--- src/rtl/uart_tx_sched_if.sv ---
// Requester and uart_tx handshake bundle for uart_tx_sched.
// master: the scheduler side; slave: requesters plus uart_tx.
interface uart_tx_sched_if;
    logic [3:0]  req;
    logic [31:0] req_data;
    logic [3:0]  ack;
    logic        tx_start;
    logic [7:0]  tx_data;
    logic        tx_busy;
    logic        tx_end;

    modport master (
        input  req, req_data, tx_busy, tx_end,
        output ack, tx_start, tx_data
    );

    modport slave (
        output req, req_data, tx_busy, tx_end,
        input  ack, tx_start, tx_data
    );
endinterface

--- src/rtl/uart_tx_sched.sv ---
// Shares one uart_tx between 4 byte requesters: round-robin arbiter into a
// circular FIFO, a sequencer driving the start/busy/end handshake, and a
// watchdog that drops a byte whose tx_end never arrives.
module uart_tx_sched #(
    parameter int unsigned      FIFO_AW  = 3,
    parameter int unsigned      TO_W     = 16,
    parameter logic [TO_W-1:0]  TO_LIMIT = {TO_W{1'b1}}
) (
    input  logic                clk,
    input  logic                reset,
    uart_tx_sched_if.master     bus,
    output logic [FIFO_AW:0]    fifo_cnt,
    output logic                irq_empty,
    output logic                err,
    input  logic                err_clr
);

    localparam int unsigned DEPTH = 1 << FIFO_AW;

    typedef enum logic [0:0] {StIdle, StSend} state_e;

    state_e             state_q, state_d;
    logic [1:0]         last_q, last_d;
    logic [1:0]         scan_idx;
    logic [1:0]         grant_idx;
    logic               grant_vld;
    logic [3:0]         ack;
    logic               full;
    logic               push;
    logic               pop;
    logic [7:0]         wdata;

    logic [7:0]         mem [DEPTH];
    logic [FIFO_AW-1:0] wptr_q, rptr_q;
    logic [FIFO_AW:0]   cnt_q, cnt_d;

    logic               tx_start_q, tx_start_d;
    logic [7:0]         tx_data_q, tx_data_d;
    logic               irq_q, irq_d;
    logic               err_q, err_d;
    logic               err_set;
    logic [TO_W-1:0]    wd_q, wd_d;
    logic               wd_expire;

    assign full  = (cnt_q == (FIFO_AW + 1)'(DEPTH));
    assign push  = |(bus.req & ack);
    assign wdata = bus.req_data[{grant_idx, 3'b000} +: 8];
    assign pop   = (state_q == StIdle) && (cnt_q != '0) && !bus.tx_busy;

    // The watchdog fires on the edge where the counter would reach TO_LIMIT,
    // so a stuck frame occupies exactly TO_LIMIT cycles in SEND.
    assign wd_expire = (({1'b0, wd_q} + (TO_W + 1)'(1)) == {1'b0, TO_LIMIT});

    // Round-robin grant: first requester after the last one served.
    always_comb begin
        grant_vld = 1'b0;
        grant_idx = last_q;
        scan_idx  = '0;
        for (int k = 1; k <= 4; k++) begin
            scan_idx = last_q + 2'(k);
            if (!grant_vld && bus.req[scan_idx]) begin
                grant_vld = 1'b1;
                grant_idx = scan_idx;
            end
        end
        ack = '0;
        // Full blocks the grant even if a pop frees a slot on the same edge.
        if (grant_vld && !full && reset) begin
            ack[grant_idx] = 1'b1;
        end
    end

    // Pointer and occupancy next-state.
    always_comb begin
        last_d = push ? grant_idx : last_q;
        cnt_d  = cnt_q;
        case ({push, pop})
            2'b10:   cnt_d = cnt_q + (FIFO_AW + 1)'(1);
            2'b01:   cnt_d = cnt_q - (FIFO_AW + 1)'(1);
            default: cnt_d = cnt_q;
        endcase
    end

    // Sequencer next-state and registered handshake outputs.
    always_comb begin
        state_d    = state_q;
        tx_start_d = 1'b0;
        tx_data_d  = tx_data_q;
        irq_d      = 1'b0;
        wd_d       = wd_q;
        err_set    = 1'b0;
        case (state_q)
            StIdle: begin
                // tx_end arriving here is stale and ignored.
                if (pop) begin
                    tx_data_d  = mem[rptr_q];
                    tx_start_d = 1'b1;
                    wd_d       = '0;
                    state_d    = StSend;
                end
            end
            StSend: begin
                if (bus.tx_end) begin
                    state_d = StIdle;
                    irq_d   = (cnt_q == '0) && !push;
                end else if (wd_expire) begin
                    err_set = 1'b1;
                    state_d = StIdle;
                end else begin
                    wd_d = wd_q + TO_W'(1);
                end
            end
            default: state_d = StIdle;
        endcase
        err_d = err_set ? 1'b1 : (err_clr ? 1'b0 : err_q);
    end

    // State registers; reset discards queued bytes and any frame in flight.
    always_ff @(posedge clk or negedge reset) begin
        if (!reset) begin
            state_q    <= StIdle;
            last_q     <= 2'd3;
            wptr_q     <= '0;
            rptr_q     <= '0;
            cnt_q      <= '0;
            tx_start_q <= 1'b0;
            tx_data_q  <= 8'h00;
            irq_q      <= 1'b0;
            err_q      <= 1'b0;
            wd_q       <= '0;
        end else begin
            state_q    <= state_d;
            last_q     <= last_d;
            cnt_q      <= cnt_d;
            tx_start_q <= tx_start_d;
            tx_data_q  <= tx_data_d;
            irq_q      <= irq_d;
            err_q      <= err_d;
            wd_q       <= wd_d;
            if (push) begin
                wptr_q <= wptr_q + FIFO_AW'(1);
            end
            if (pop) begin
                rptr_q <= rptr_q + FIFO_AW'(1);
            end
        end
    end

    // FIFO storage needs no reset; validity lives in the pointers.
    always_ff @(posedge clk) begin
        if (push) begin
            mem[wptr_q] <= wdata;
        end
    end

    assign bus.ack      = ack;
    assign bus.tx_start = tx_start_q;
    assign bus.tx_data  = tx_data_q;
    assign fifo_cnt     = cnt_q;
    assign irq_empty    = irq_q;
    assign err          = err_q;

endmodule

--- src/flat_wrapper.sv ---
// flat-port wrapper written by rule: the top's interface ports become plain ports
module uart_tx_sched_flat 
#(
    parameter int unsigned      FIFO_AW  = 3,
    parameter int unsigned      TO_W     = 16,
    parameter logic [TO_W-1:0]  TO_LIMIT = {TO_W{1'b1}}
)
  (clk, reset, fifo_cnt, irq_empty, err, err_clr, bus_req, bus_req_data, bus_tx_busy, bus_tx_end, bus_ack, bus_tx_start, bus_tx_data);
  uart_tx_sched_if bus_i ();
  input  logic clk;
  input  logic reset;
  output logic [FIFO_AW:0] fifo_cnt;
  output logic irq_empty;
  output logic err;
  input  logic err_clr;
  input wire logic [$bits(bus_i.req)-1:0] bus_req;
  input wire logic [$bits(bus_i.req_data)-1:0] bus_req_data;
  input wire logic [$bits(bus_i.tx_busy)-1:0] bus_tx_busy;
  input wire logic [$bits(bus_i.tx_end)-1:0] bus_tx_end;
  output wire logic [$bits(bus_i.ack)-1:0] bus_ack;
  output wire logic [$bits(bus_i.tx_start)-1:0] bus_tx_start;
  output wire logic [$bits(bus_i.tx_data)-1:0] bus_tx_data;
  assign bus_i.req = bus_req;
  assign bus_i.req_data = bus_req_data;
  assign bus_i.tx_busy = bus_tx_busy;
  assign bus_i.tx_end = bus_tx_end;
  assign bus_ack = bus_i.ack;
  assign bus_tx_start = bus_i.tx_start;
  assign bus_tx_data = bus_i.tx_data;
  uart_tx_sched #(.FIFO_AW(FIFO_AW), .TO_W(TO_W), .TO_LIMIT(TO_LIMIT)) u_core (.clk(clk), .reset(reset), .bus(bus_i), .fifo_cnt(fifo_cnt), .irq_empty(irq_empty), .err(err), .err_clr(err_clr));
endmodule
--- config.mk ---
export PLATFORM = sky130hd
export DESIGN_NAME = uart_tx_sched_flat
export DESIGN_NICKNAME = d
export VERILOG_FILES = /design/src/rtl/uart_tx_sched_if.sv /design/src/rtl/uart_tx_sched.sv /design/src/flat_wrapper.sv
export SDC_FILE = /design/constraint.sdc
export NUM_CORES = 1
export LEC_CHECK = 0
export CORE_MARGIN = 2
export CORE_UTILIZATION = 50
export DETAILED_ROUTE_END_ITERATION = 16
export PLACE_DENSITY = 0.84
export SLEW_MARGIN = 20
export SYNTH_ARGS = -nofsm -noshare
export SYNTH_HDL_FRONTEND = slang
export SYNTH_SLANG_ARGS = --single-unit
export TNS_END_PERCENT = 10
--- constraint.sdc ---
create_clock -name clk -period 4.1 [get_ports clk]
set_input_delay 0.82 -clock clk [delete_from_list [all_inputs] [get_ports clk]]
set_output_delay 0.82 -clock clk [all_outputs]
set_load 0.02 [all_outputs]
==> run_results.csv, run 1 <==
group,metric,value,unit
synth,dominantRegCellSynth,"edfxtp_1",
grt,grt_pass1_vias,3108,
setup_path,cp_slowest_stage_delay,0.63,ns
synth,avgSynthCellArea,13.1,um^2
setup_path,r2r_end,"u_core.fifo_cnt[3]",
die,start_util,51.1,%
pwr,p_int,2.35,mW
clocking,worstSkewPairLatency,0.38,ns
pwr,seqPwrFrac,47.3,%
synth,synth-simple-area-share,12.6,%
timing,period_share,91.6,%
pwr,power_frac_clock,17.3,%
grt,grt_pass1_wl,15600,um
grt,grt-ovfl-total,0,
final_layout,nFillCells,714,
placed_design,place_hpwl,6760,um
run,cap_violations,0,
final_layout,final_core_util,60.8,%
timing,worst_slew_pin_slew,0.837,ns
synth,yosys-top-cells-area,"edfxtp_1 39%, dfrtp_1 19%, mux4_2 7.3%, mux2i_1 4.3%, nand2_1 2.7%",
drt,drt_first_iter_violations,273,
min_path,hold_path_depth,2,
final_layout,nNetsFinal,484,
synth,yosysTopAreaCell,"edfxtp_1",
setup_path,r2r_cells,11,
min_path,hold_path.class,"flip-flop to flip-flop",
die,die_h,103,um
setup_path,timing.critical_path.buf_inv,3,
synth,ys_ff_latch,104,
grt,grt_usage,19.5,%
final_layout,syn2layout_area_growth,19.1,%
clocking,clock-sinks,104,
pwr,powerDensity,629,nW/um^2
synth,synth-compound-area-share,9.11,%
run_status,status,"finished, final reports clean",
clocking,cts_resized,0,
setup_path,r2r_start,"u_core.fifo_cnt[2]",
pwr,combPwrFrac,35.5,%
setup_path,critPathTopFamily,"buffers and inverters",
die,chipWidth,103,um
setup_path,critPathSlowestCell,"clkdlybuf4s50_1",
synth,synthCells,377,
pwr,irDropWorstVdd,462,uV
die,rows,36,
setup_path,cp-end-kind,"output port",
timing,rsz0062_at_grt,"false",
synth,yosys.area.top_type_share,38.9,%
setup_path,cp_common_cell,"clkdlybuf4s50_1",
setup_path,cp-start-kind,"input port",
synth,synth_common_cells,"64 x edfxtp_1, 38 x dfrtp_1, 36 x nand2_1",
drt,postRouteAntennaNets,0,
drt,routed_wl,9700,um
clocking,hold_buffers,0,
drt,vias,3239,
drt,routed_via_density,5.65,
die,die_area,10700,um^2
synth,synthAdderAreaFrac,2.18,%
setup_path,cp.required,3.28,ns
synth,synth_warnings,0,
timing,finalSetupViolations,0,
clocking,cts_max_level,3,
drt,wire_per_inst,16.9,um
min_path,hp-start,"u_core.bus.tx_data[2]",
min_path,hold_end,"u_core.bus.tx_data[2]",
clocking,clock_path_buffers,2,
clocking,path_clk_slew,0.11,ns
synth,synth_top_family_by_area,"simple AND/OR/NAND/NOR gates",
placed_design,io_buffers,59,
timing,tns,0,ns
pwr,power,3.71,mW
synth,synth.distinct_cells,54,
timing,fin_worst_skew,0.0152,ns
die,ios,60,
timing,slew_headroom,44.0,%
setup_path,critPathArrivalTime,2.94,ns
setup_path,cp_max_fo,10,
clocking,cts_tree,"done",
synth,ys_seq_area_share,59.2,%
synth,syn_area,4940,um^2
pwr,p_switching,1.36,mW
grt,grt_antenna_before_repair,0,
final_layout,diodes,0,
clocking,root_buffer,"clkbuf_8",
setup_path,reg2reg_slack,1.05,ns
synth,synth_edf_count,64,
setup_path,worstSetupPathType,"input port to output port",
timing,fmax,266,MHz
clocking,cts_setup_buffers,0,
synth,postSynth.asyncResetShare,38.5,%
final_layout,drive_above_1_share,12.7,%
die,coreArea,9680,um^2
timing,fin_crit,3.76,ns
setup_path,crit_chain,"clkdlybuf4s50_1 > o41ai_1 > a21oi_1 > inv_2 > nor3_1 > clkdlybuf4s50_1",
clocking,numCtsBuffers,9,
grt,grt_start_max_net_pins,41,
timing,slew_violations,0,
setup_path,startpoint,"bus_req[3]",
pwr,leakage,2.27,nW
timing,hold_violations,0,
synth,synth_nets,426,
placed_design,gp_congestion,0.891,
drt,post-route-drc-count,0,
pwr,switching_share,36.6,%
synth,synth_xor_area_share,1.95,%
drt,first_pass_iters,5,
synth,yosysMostFrequentCell,"edfxtp_1",
synth,synthMuxAreaShare,11.8,%
power groups by stage:
stage	clock network [mW]	registers (mW)	logic [mW]
6_report	0.640	1.75	1.32
5_1_grt	0.690	1.80	1.45
4_1_cts	0.652	1.76	1.32
3_5_place_dp	0	1.78	1.32
3_3_place_gp	0	1.76	1.26
2_1_floorplan	0	1.68	0.939
flip-flops by register name, indices dropped and copies added, names as in the netlist:
register             cells
u_core.mem              64
u_core.wd_q             16
u_core.wptr_q            3
u_core.rptr_q            3
u_core.err               1
u_core.last_q            2
u_core.state_q           1
u_core.irq_empty         1
u_core.bus.tx_data       8
u_core.bus.tx_start      1
u_core.fifo_cnt          4
final cells by class:
cell class / instances / area (um^2) / share of cell area [%]
clock buffers: 9 / 124 / 2.10
clock inverters: 7 / 85.1 / 1.44
inverters: 15 / 56.3 / 0.956
multi-input cells: 235 / 1860 / 31.6
flip-flops and latches: 104 / 2930 / 49.7
well taps: 133 / 166 / 2.82
repair buffers: 70 / 668 / 11.3
cells in the final DEF, fill, tap and decap left out, drive strengths merged, types with 4 or more instances in the layout:
cell	instances
a211o	7
a211oi	8
a21o	4
a21oi	14
a221o	4
and3	10
buf	12
clkbuf	9
clkdlybuf4s50	58
clkinv	4
dfrtp	38
edfxtp	64
ha	7
inv	17
mux2i	21
mux4	16
nand2	36
nand2b	4
nand3	9
nand4	5
nor2	11
nor2b	11
nor3	11
nor3b	5
o21ai	10
xnor2	8
how the worst max path moves through the flow:
stage | end | slack [ns] | cells past startpoint
6_report | bus_ack[1] | 0.34 | 6
3_5_place_dp | bus_ack[1] | 0.35 | 6
2_1_floorplan | bus_ack[3] | 1.18 | 6
3_3_place_gp | bus_ack[1] | 0.44 | 6
5_1_grt | bus_ack[1] | 0.14 | 6
4_1_cts | bus_ack[1] | 0.33 | 6
per-stage QoR:
stage	hold WS, ns	worst slack (ns)	std cells	cell area [um^2]
2_1_floorplan	0.472	1.18	377	4940
3_3_place_gp	0.465	0.438	557	5680
3_5_place_dp	0.473	0.350	557	5680
4_1_cts	0.496	0.325	573	5890
5_1_grt	0.537	0.137	573	5890
6_report	0.489	0.343	573	5890
tightest hold or removal path: cells and delay by family, from the launching register on:
| family | cells | cell delay [ns] |
|---|---|---|
| AO/OA/AOI/OAI | 1 | 0.06 |
| flip-flops | 1 | 0.36 |
| AND/OR/NAND/NOR | 1 | 0.04 |
cells by family (layout without fill, tap and decap cells):
family          count (synthesis)  in the layout
compound gates                 61             61
buf+inv                        38            101
flops                         104            104
mux                            38             38
simple gates                  117            117
xor+xnor                       11             11
fa+ha+maj                       8              8
metal layers:
| layer | wire length [um] | up-vias | global-route usage (%) | share of wire [%] |
|---|---|---|---|---|
| met5 | 0 | - | 0 | 0 |
| met4 | 93 | 0 | 5.26 | 0.96 |
| met3 | 548 | 6 | 4.44 | 5.7 |
| met2 | 4850 | 115 | 32.2 | 50 |
| met1 | 4200 | 1582 | 26.2 | 43 |
| li1 | - | 1536 | - | - |
Power figures use the tool's default switching activity.
==> run 2, diff against run 1 <==
--- a/config.mk
+++ b/config.mk
@@ -5,10 +5,10 @@
 export SDC_FILE = /design/constraint.sdc
 export NUM_CORES = 1
 export LEC_CHECK = 0
-export CORE_MARGIN = 2
+export CORE_MARGIN = 3
 export CORE_UTILIZATION = 50
 export DETAILED_ROUTE_END_ITERATION = 16
-export PLACE_DENSITY = 0.84
+export PLACE_DENSITY_LB_ADDON = 0.25
 export SLEW_MARGIN = 20
 export SYNTH_ARGS = -nofsm -noshare
 export SYNTH_HDL_FRONTEND = slang
==> run 2 against run 1 <==
  * Total power shrank 0.63%
  * Worst setup slack worse by 0.033 ns
  * Hold slack improved by 0.0044 ns
  * Critical path depth stayed put
  * Clock skew is 0.0015 ns higher
  * Critical endpoint unchanged
  * Wire length shrank 3.6%
  * Highest routed layer unchanged
  * Cell count decreased by 0.87%
  * Utilization up 1.6 points
  * Register-to-register slack lost 0.04 ns
  * Sequential power barely moved
  * Global-route usage fell by 1.4 points
  * Combinational power about the same
==> run_results.csv, run 2 (synthesis gave the netlist of run 1 again) <==
group,metric,value,unit
pwr,powerDensity,627,nW/um^2
grt,grt_antenna_before_repair,0,
final_layout,top_register,"u_core.mem",
clocking,clock-sinks,104,
placed_design,dpl_worst_slack,0.326,ns
drt,routed_wl,9350,um
setup_path,cp_common_cell,"clkdlybuf4s50_1",
final_layout,syn2layout_area_growth,18.8,%
final_layout,largest_reg_flops,64,
drt,drt_first_iter_violations,192,
die,die_h,105,um
final_layout,diodes,0,
timing,setup_slack,0.310,ns
setup_path,cp-start-kind,"input port",
grt,met1_usage,27.0,%
drt,postRouteAntennaNets,0,
timing,rsz0062_at_grt,"false",
setup_path,cp.required,3.28,ns
setup_path,worstSetupPathType,"input port to output port",
grt,grt_start_max_net_pins,41,
timing,slew_violations,0,
final_layout,final_cell_mix,"64 x edfxtp_1, 58 x clkdlybuf4s50_1, 37 x dfrtp_1, 36 x nand2_1, 21 x mux2i_1",
clocking,cts_tree,"done",
drt,post-route-drc-count,0,
timing,period_share,92.4,%
setup_path,timing.critical_path.buf_inv,3,
clocking,path_clk_slew,0.10,ns
final_layout,nNetsFinal,483,
grt,grt_pass1_vias,3151,
die,die_area,11100,um^2
timing,fin_crit,3.79,ns
clocking,clock_path_buffers,2,
die,ios,60,
die,rows,35,
final_layout,nFillCells,734,
grt,grt_usage,18.1,%
clocking,cts_resized,0,
timing,holdWs,0.493,ns
setup_path,cp_max_fo,10,
clocking,cts_max_level,3,
placed_design,place_hpwl,6710,um
setup_path,cp-end-kind,"output port",
clocking,cts_setup_buffers,0,
min_path,hold_path.class,"flip-flop to flip-flop",
timing,worst_slew_pin_slew,1.02,ns
grt,grt-ovfl-total,0,
timing,hold_violations,0,
min_path,hold_path_depth,2,
timing,finalSetupViolations,0,
drt,wire_per_inst,16.5,um
placed_design,gp_congestion,0.840,
setup_path,cp.depth,6,
drt,first_pass_iters,4,
drt,vias,3176,
setup_path,critPathArrivalTime,2.97,ns
final_layout,final_common_cell,"edfxtp_1",
clocking,hold_buffers,0,
timing,fin_worst_skew,0.0167,ns
die,chipWidth,105,um
clocking,worstSkewPairLatency,0.37,ns
final_layout,final_core_util,62.4,%
run_status,status,"finished, final reports clean",
setup_path,r2r_cells,11,
pwr,irDropWorstVdd,382,uV
timing,tns,0,ns
clocking,numCtsBuffers,9,
die,coreArea,9420,um^2
grt,grt_pass1_wl,16100,um
setup_path,cp_slowest_stage_delay,0.63,ns
placed_design,io_buffers,59,
timing,slew_headroom,31.6,%
pwr,leakage,2.27,nW
run,cap_violations,0,
grt,grt.met3_usage,3.49,%
setup_path,critPathTopFamily,"buffers and inverters",
grt,grt_util_met2,27.7,%
drt,routed_via_density,5.59,
setup_path,critPathSlowestCell,"clkdlybuf4s50_1",
timing,fmax,264,MHz
die,start_util,52.5,%
setup_path,crit_chain,"clkdlybuf4s50_1 > o41ai_1 > a21oi_1 > inv_2 > nor3_1 > clkdlybuf4s50_1",
clocking,root_buffer,"clkbuf_8",
grt,grt_busiest_layer,"met2",
final_layout,drive_above_1_share,12.5,%
-- run 2: path summary, 6_finish.rpt --
check / startpoint / end / slack, ns
worst max-delay path: bus_req[3] / bus_ack[1] / 0.31
worst min-delay path: u_core.bus.tx_data[6] / u_core.bus.tx_data[6] / 0.49
worst max register to register: u_core.fifo_cnt[2] / u_core.fifo_cnt[3] / 1.01
worst min register to register: u_core.bus.tx_data[6] / u_core.bus.tx_data[6] / 0.49
max in group asynchronous: reset / u_core.last_q[1] / 3.12
min in group asynchronous: reset / u_core.bus.tx_data[4] / 0.59
-- run 2: worst min-delay path, cell delays in order, from the launching register on --
cell and delay (ns):
dfrtp_1 0.36, nand2_1 0.04, o21ai_0 0.06
-- run 2: final cells by class --
| type | instances | area, um^2 | share of cell area [%] |
|---|---|---|---|
| timing repair buffer | 69 | 661 | 11.2 |
| inverter | 15 | 56.3 | 0.958 |
| tap | 129 | 161 | 2.75 |
| clock inverter | 7 | 81.3 | 1.38 |
| clock buffer | 9 | 124 | 2.11 |
| multi-input combinational | 235 | 1860 | 31.7 |
| sequential | 104 | 2930 | 49.8 |
-- run 2: through the flow --
step           power (mW)  cell area [um^2]  std cells
3_5_place_dp         3.09              5670        552
5_1_grt              3.94              5870        568
2_1_floorplan        2.62              4940        377
4_1_cts              3.71              5870        568
3_3_place_gp         3.03              5670        552
6_report             3.68              5870        568
-- run 2: metal layers --
layer | vias up | part of all wire (%) | wire [um]
li1 | 1531 | - | -
met1 | 1560 | 48 | 4530
met2 | 77 | 46 | 4320
met3 | 8 | 4.5 | 425
met4 | 0 | 0.79 | 74
met5 | - | 0 | 0
-- run 2: where the power goes --
| part | internal, mW | leakage (nW) | switching (mW) | total [mW] |
|---|---|---|---|---|
| Combinational | 0.624 | 1.07 | 0.682 | 1.31 |
| Sequential | 1.48 | 1.09 | 0.264 | 1.75 |
| Clock | 0.244 | 0.103 | 0.387 | 0.631 |
| Total | 2.35 | 2.27 | 1.33 | 3.68 |
